[src/rtl/cdb_arbiter.sv]
// Round-robin arbiter for the common data bus: picks one finished functional-unit
// result per cycle and holds it in a registered broadcast slot until it is acknowledged.
module cdb_arbiter #(
  parameter int                 NREQ   = 5,
  parameter int                 TAG_W  = 8,
  parameter int                 DATA_W = 32,
  parameter logic [TAG_W-1:0]   NO_TAG = 8'h7F
) (
  input  logic                     clk,
  input  logic                     rst,
  input  logic                     flush,
  input  logic [NREQ-1:0]          req_valid,
  input  logic [NREQ*TAG_W-1:0]    req_tag,
  input  logic [NREQ*DATA_W-1:0]   req_data,
  output logic [NREQ-1:0]          req_ready,
  output logic                     cdb_valid,
  output logic [TAG_W-1:0]         cdb_tag,
  output logic [DATA_W-1:0]        cdb_data,
  output logic [2:0]               cdb_src,
  input  logic                     cdb_ack,
  output logic [31:0]              conflict_cnt,
  output logic                     bad_tag
);

  localparam logic [3:0] NREQ_W4 = 4'(NREQ);
  localparam logic [2:0] LAST_IDX = 3'(NREQ - 1);

  logic [2:0]        rr_ptr_r;
  logic              cdb_valid_r;
  logic [TAG_W-1:0]  cdb_tag_r;
  logic [DATA_W-1:0] cdb_data_r;
  logic [2:0]        cdb_src_r;
  logic [31:0]       conflict_cnt_r;
  logic              bad_tag_r;

  logic              slot_free_s;
  logic              grant_found_s;
  logic [2:0]        grant_idx_s;
  logic [3:0]        scan_s;
  logic [NREQ-1:0]   req_ready_s;
  logic [TAG_W-1:0]  grant_tag_s;
  logic [DATA_W-1:0] grant_data_s;
  logic [3:0]        req_count_s;
  logic [2:0]        next_ptr_s;

  assign slot_free_s = (!cdb_valid_r || cdb_ack) && !flush;
  assign next_ptr_s  = (grant_idx_s == LAST_IDX) ? 3'd0 : grant_idx_s + 3'd1;

  // Scan requesters starting at rr_ptr, wrapping at NREQ-1, and keep the first hit.
  always_comb begin
    grant_found_s = 1'b0;
    grant_idx_s   = 3'd0;
    scan_s        = 4'd0;
    for (int k = 0; k < NREQ; k++) begin
      scan_s = {1'b0, rr_ptr_r} + 4'(k);
      if (scan_s >= NREQ_W4) begin
        scan_s = scan_s - NREQ_W4;
      end else begin
        scan_s = scan_s;
      end
      if (slot_free_s && !grant_found_s && req_valid[scan_s[2:0]]) begin
        grant_found_s = 1'b1;
        grant_idx_s   = scan_s[2:0];
      end else begin
        grant_found_s = grant_found_s;
      end
    end
  end

  // One-hot grant plus the winner's tag/data; also counts concurrent requests.
  always_comb begin
    req_ready_s  = '0;
    grant_tag_s  = '0;
    grant_data_s = '0;
    req_count_s  = 4'd0;
    for (int i = 0; i < NREQ; i++) begin
      req_count_s = req_count_s + {3'b000, req_valid[i]};
      if (grant_found_s && (grant_idx_s == 3'(i))) begin
        req_ready_s[i] = 1'b1;
        grant_tag_s    = req_tag[i*TAG_W +: TAG_W];
        grant_data_s   = req_data[i*DATA_W +: DATA_W];
      end else begin
        req_ready_s[i] = 1'b0;
      end
    end
  end

  // Broadcast slot and round-robin pointer; flush outranks both ack and grant.
  always_ff @(posedge clk or posedge rst) begin
    if (rst) begin
      cdb_valid_r <= 1'b0;
      cdb_tag_r   <= NO_TAG;
      cdb_data_r  <= '0;
      cdb_src_r   <= 3'd0;
      rr_ptr_r    <= 3'd0;
      bad_tag_r   <= 1'b0;
    end else if (flush) begin
      cdb_valid_r <= 1'b0;
    end else if (grant_found_s) begin
      rr_ptr_r <= next_ptr_s;
      if (grant_tag_s == NO_TAG) begin
        // Reserved tag: consume the request but never broadcast it.
        bad_tag_r <= 1'b1;
        if (cdb_ack) begin
          cdb_valid_r <= 1'b0;
        end else begin
          cdb_valid_r <= cdb_valid_r;
        end
      end else begin
        cdb_valid_r <= 1'b1;
        cdb_tag_r   <= grant_tag_s;
        cdb_data_r  <= grant_data_s;
        cdb_src_r   <= grant_idx_s;
      end
    end else if (cdb_ack) begin
      cdb_valid_r <= 1'b0;
    end else begin
      cdb_valid_r <= cdb_valid_r;
    end
  end

  // Saturating count of cycles with two or more requesters.
  always_ff @(posedge clk or posedge rst) begin
    if (rst) begin
      conflict_cnt_r <= 32'd0;
    end else if ((req_count_s >= 4'd2) && (conflict_cnt_r != 32'hFFFF_FFFF)) begin
      conflict_cnt_r <= conflict_cnt_r + 32'd1;
    end else begin
      conflict_cnt_r <= conflict_cnt_r;
    end
  end

  assign req_ready    = req_ready_s;
  assign cdb_valid    = cdb_valid_r;
  assign cdb_tag      = cdb_tag_r;
  assign cdb_data     = cdb_data_r;
  assign cdb_src      = cdb_src_r;
  assign conflict_cnt = conflict_cnt_r;
  assign bad_tag      = bad_tag_r;

endmodule

[config.mk]
export PLATFORM = sky130hd
export DESIGN_NAME = cdb_arbiter
export DESIGN_NICKNAME = d
export VERILOG_FILES = /design/src/rtl/cdb_arbiter.sv
export SDC_FILE = /design/constraint.sdc
export NUM_CORES = 1
export LEC_CHECK = 0
export CAP_MARGIN = 40
export CORE_MARGIN = 4
export CORE_UTILIZATION = 40
export CTS_BUF_LIST = sky130_fd_sc_hd__clkbuf_2 sky130_fd_sc_hd__clkbuf_4 sky130_fd_sc_hd__clkbuf_8
export CTS_CLUSTER_DIAMETER = 60
export CTS_CLUSTER_SIZE = 12
export DETAILED_ROUTE_END_ITERATION = 16
export HOLD_SLACK_MARGIN = 0.12
export PLACE_DENSITY = 0.85
export SKIP_CTS_REPAIR_TIMING = 1
export SLEW_MARGIN = 20
export SYNTH_ARGS = -nofsm -noshare
export SYNTH_HDL_FRONTEND = slang
export SYNTH_SLANG_ARGS = --single-unit
[constraint.sdc]
create_clock -name clk -period 6.7 [get_ports clk]
set_clock_uncertainty 0.05 [all_clocks]
set_input_delay 1.005 -clock clk [delete_from_list [all_inputs] [get_ports clk]]
set_output_delay 1.005 -clock clk [all_outputs]
set_load 0.01 [all_outputs]
==> impl_results.md <==
- Status: completed
- Startpoint types: register
- FFs w/ async S/R, synth: 100%
- Hold Path Stages: 2
- Max Slew Vio Count: 0
- Worst-margin pin slew: between 0.6 and 0.7 ns
- CTS clk-pin slew, worst paths: 0.09 ns
- Main synth FF type: dfrtp_1
- CP Capture Type: primary output
- CP required: between 5 and 6 ns
- Drt total wl: roughly 23000 um
- FF+latch count, synth: 80
- Drt wl/cell: slightly above 20 um
- Total die area: about 18000 um2
- WP data arrival: 5.35 ns
- Share of cells above drive strength 1: 12.5%
- Post-DR vias/cell: 5.80
- Synth top area cells: dfrtp_1 (29%), mux2_4 (8.4%), a222oi_1 (5.1%)
- Max frequency: ~0.16 GHz
- Initial DRC count: 700
- Vias in the first global route: approximately 6200
- Synthesized area per cell: 9.82 um2
- Max-slew headroom: a little over half
- Period minus WS final: 6.40 ns
- Top-count cell post-synth: dfrtp_1
- Maximum VDD drop: between 0.4 and 0.5 mV
- Gr usage total: 24.6%
- CTS Sinks: 80
- Clk buf depth: 2
- Netlist cell types: 85
- Row Count: 45
- PwrDens: between 600 and 700 nW/um2
- RD Place Congestion: a little over 1
- Filler instances: about 1300
- Residual DRC: 0
- Hold Fails Final Rpt: 0
- Multi-input combinational cell area: between 3000 and 4000 um2
- RSZ-0062 raised after global routing: no
- Num ports: about 290
- Root Driver: clkbuf_8
- Synth-to-layout area growth: 53.7%
- Starting Density: between 40% and 50%
- P_leak: 4.21 nW
- H-tree depth: 3
- Non-filler cells, final: 1133
- R2r setup slk: 0.41 ns
- Largest net degree at the start of global routing: between 60 and 70
- Count of final setup violators: 0
- Cells after DPL: ~1100
- Post-DP HPWL: around 18000 um
- Core Util, Final: between 60% and 70%
- Synth Instances: 640
- Register area share after synthesis: a little under a third
- Worst-Skew Late Latency: approximately 0.37 ns
- Post-DRT Antenna Nets: 0
- Synth Warn #: 0
- Initial antenna violation count: 0
- Power consumption: roughly 6.6 mW
- Post-synth top cells: dfrtp_1 (73), nor2_1 (47), a211oi_1 (40)
- Vert. Die Dim: 133 um
- FF+latch area: slightly above 2000 um2
- WS Path Type: reg2out
- Critical path launch point: rr_ptr_r[0]
- R2R depth: 20
- Layout Nets: 1140
- Via count: between 6000 and 7000
- Die width: 133 um
- Max-cap violation count: 0
- FF-to-FF Start: rr_ptr_r[0]
- R2R Path End: cdb_data[2]
- Core area: roughly 15000 um2
- Hold slack: approximately 0.43 ns
- Worst setup endpoint: req_ready[4]
- Number of synthesized flops with an enable pin: 0
- Post-Syn Area: between 6000 and 7000 um2
- Synth top area share: between 20 and 30%
- Fin crit share: approximately 96%
- Port Buffer Count: between 200 and 300
- First-pass GRT wire length: between 30000 and 40000 um
- DRT Pass-1 Iters: 10
- CTS tree: done
- Worst Hold Class: reg2reg
- CTS buffer count: 9
- Syn nets: about 860
- Gr ovfl total: 0
- Max FO, Critical Path: 13
- Final TNS setup: 0 ns
- Yosys top cell by area: dfrtp_1
per-stage QoR:
stage,instance area [um2],worst slack (ns)
after global routing,9660,0.0174
after floorplan,6280,0.454
final,9660,0.297
after global placement,9410,0.402
after detailed placement,9430,0.274
after CTS,9640,0.262
metal layers:
layer | share of wire [%] | track usage (%)
met1 | 42 | 33.0
met2 | 47 | 39.5
met3 | 8.7 | 6.19
met4 | 2.3 | 6.63
met5 | 0 | 0
flip-flops by register name, summed over array words and instances (netlist names):
signal / count
rr_ptr_r: 3
cdb_tag: 8
cdb_data: 32
conflict_cnt: 32
bad_tag: 1
cdb_src: 3
cdb_valid: 1
logic make-up after synthesis:
family,count (synthesis),share of synthesized area [%]
AOI/OAI and AO/OA,203,27.7
and+or+nand+nor,182,15.1
DFF,80,32.0
buffers and inverters,69,4.88
muxes,54,11.9
xor gates and xnor gates,37,5.16
adders and majority gates,15,3.23
layout make-up:
cell class | instances | area share, %
Sequential cell | 80 | 20.8
Clock inverter | 7 | 0.894
Tap cell | 211 | 2.73
Timing Repair Buffer | 310 | 31.9
Antenna cell | 1 | 0.0259
Multi-Input combinational cell | 491 | 41.4
Clock buffer | 9 | 1.28
Inverter | 24 | 0.946
worst min-delay path by stage:
stage | startpoint | endpoint | slack [ns]
floorplan | cdb_tag[0] | cdb_tag[0] | 0.42
global placement | cdb_tag[0] | cdb_tag[0] | 0.41
detailed placement | cdb_tag[0] | cdb_tag[0] | 0.42
CTS | cdb_tag[0] | cdb_tag[0] | 0.43
global route | cdb_tag[5] | cdb_tag[5] | 0.45
finish | cdb_tag[0] | cdb_tag[0] | 0.43
cell usage in the layout, fill, tap and decap left out, drive strengths merged, types with 13 or more instances in the layout:
master         count
nor2              47
and3              20
dfrtp             73
inv               26
nand3             23
xnor2             27
mux2              42
a211oi            43
nand2             32
o21ai             16
a222oi            32
clkdlybuf4s50    290
ha                13
a21o              33
buf               20
report_power, final:
part / internal [mW] / total, mW / switching [mW]
logic: 2.77 / 5.45 / 2.68
clock network: 0.180 / 0.380 / 0.200
registers: 0.695 / 0.810 / 0.114
total: 3.64 / 6.63 / 2.99
worst max-delay path: stages, from the launching register on:
cell and delay [ns]:
dfrtp_1 0.41, inv_1 0.18, ha_1 0.23, inv_1 0.06, fa_1 0.56, or4_1 0.56
a2111o_1 0.42, o31ai_2 0.20, o32a_1 0.28, o221a_2 0.29, nand2_1 0.23, inv_1 0.14
ha_1 0.14, inv_1 0.07, a31oi_2 0.16, nand2_1 0.26, inv_2 0.19, clkdlybuf4s50_1 0.60
(Power assumes the default switching activity.)
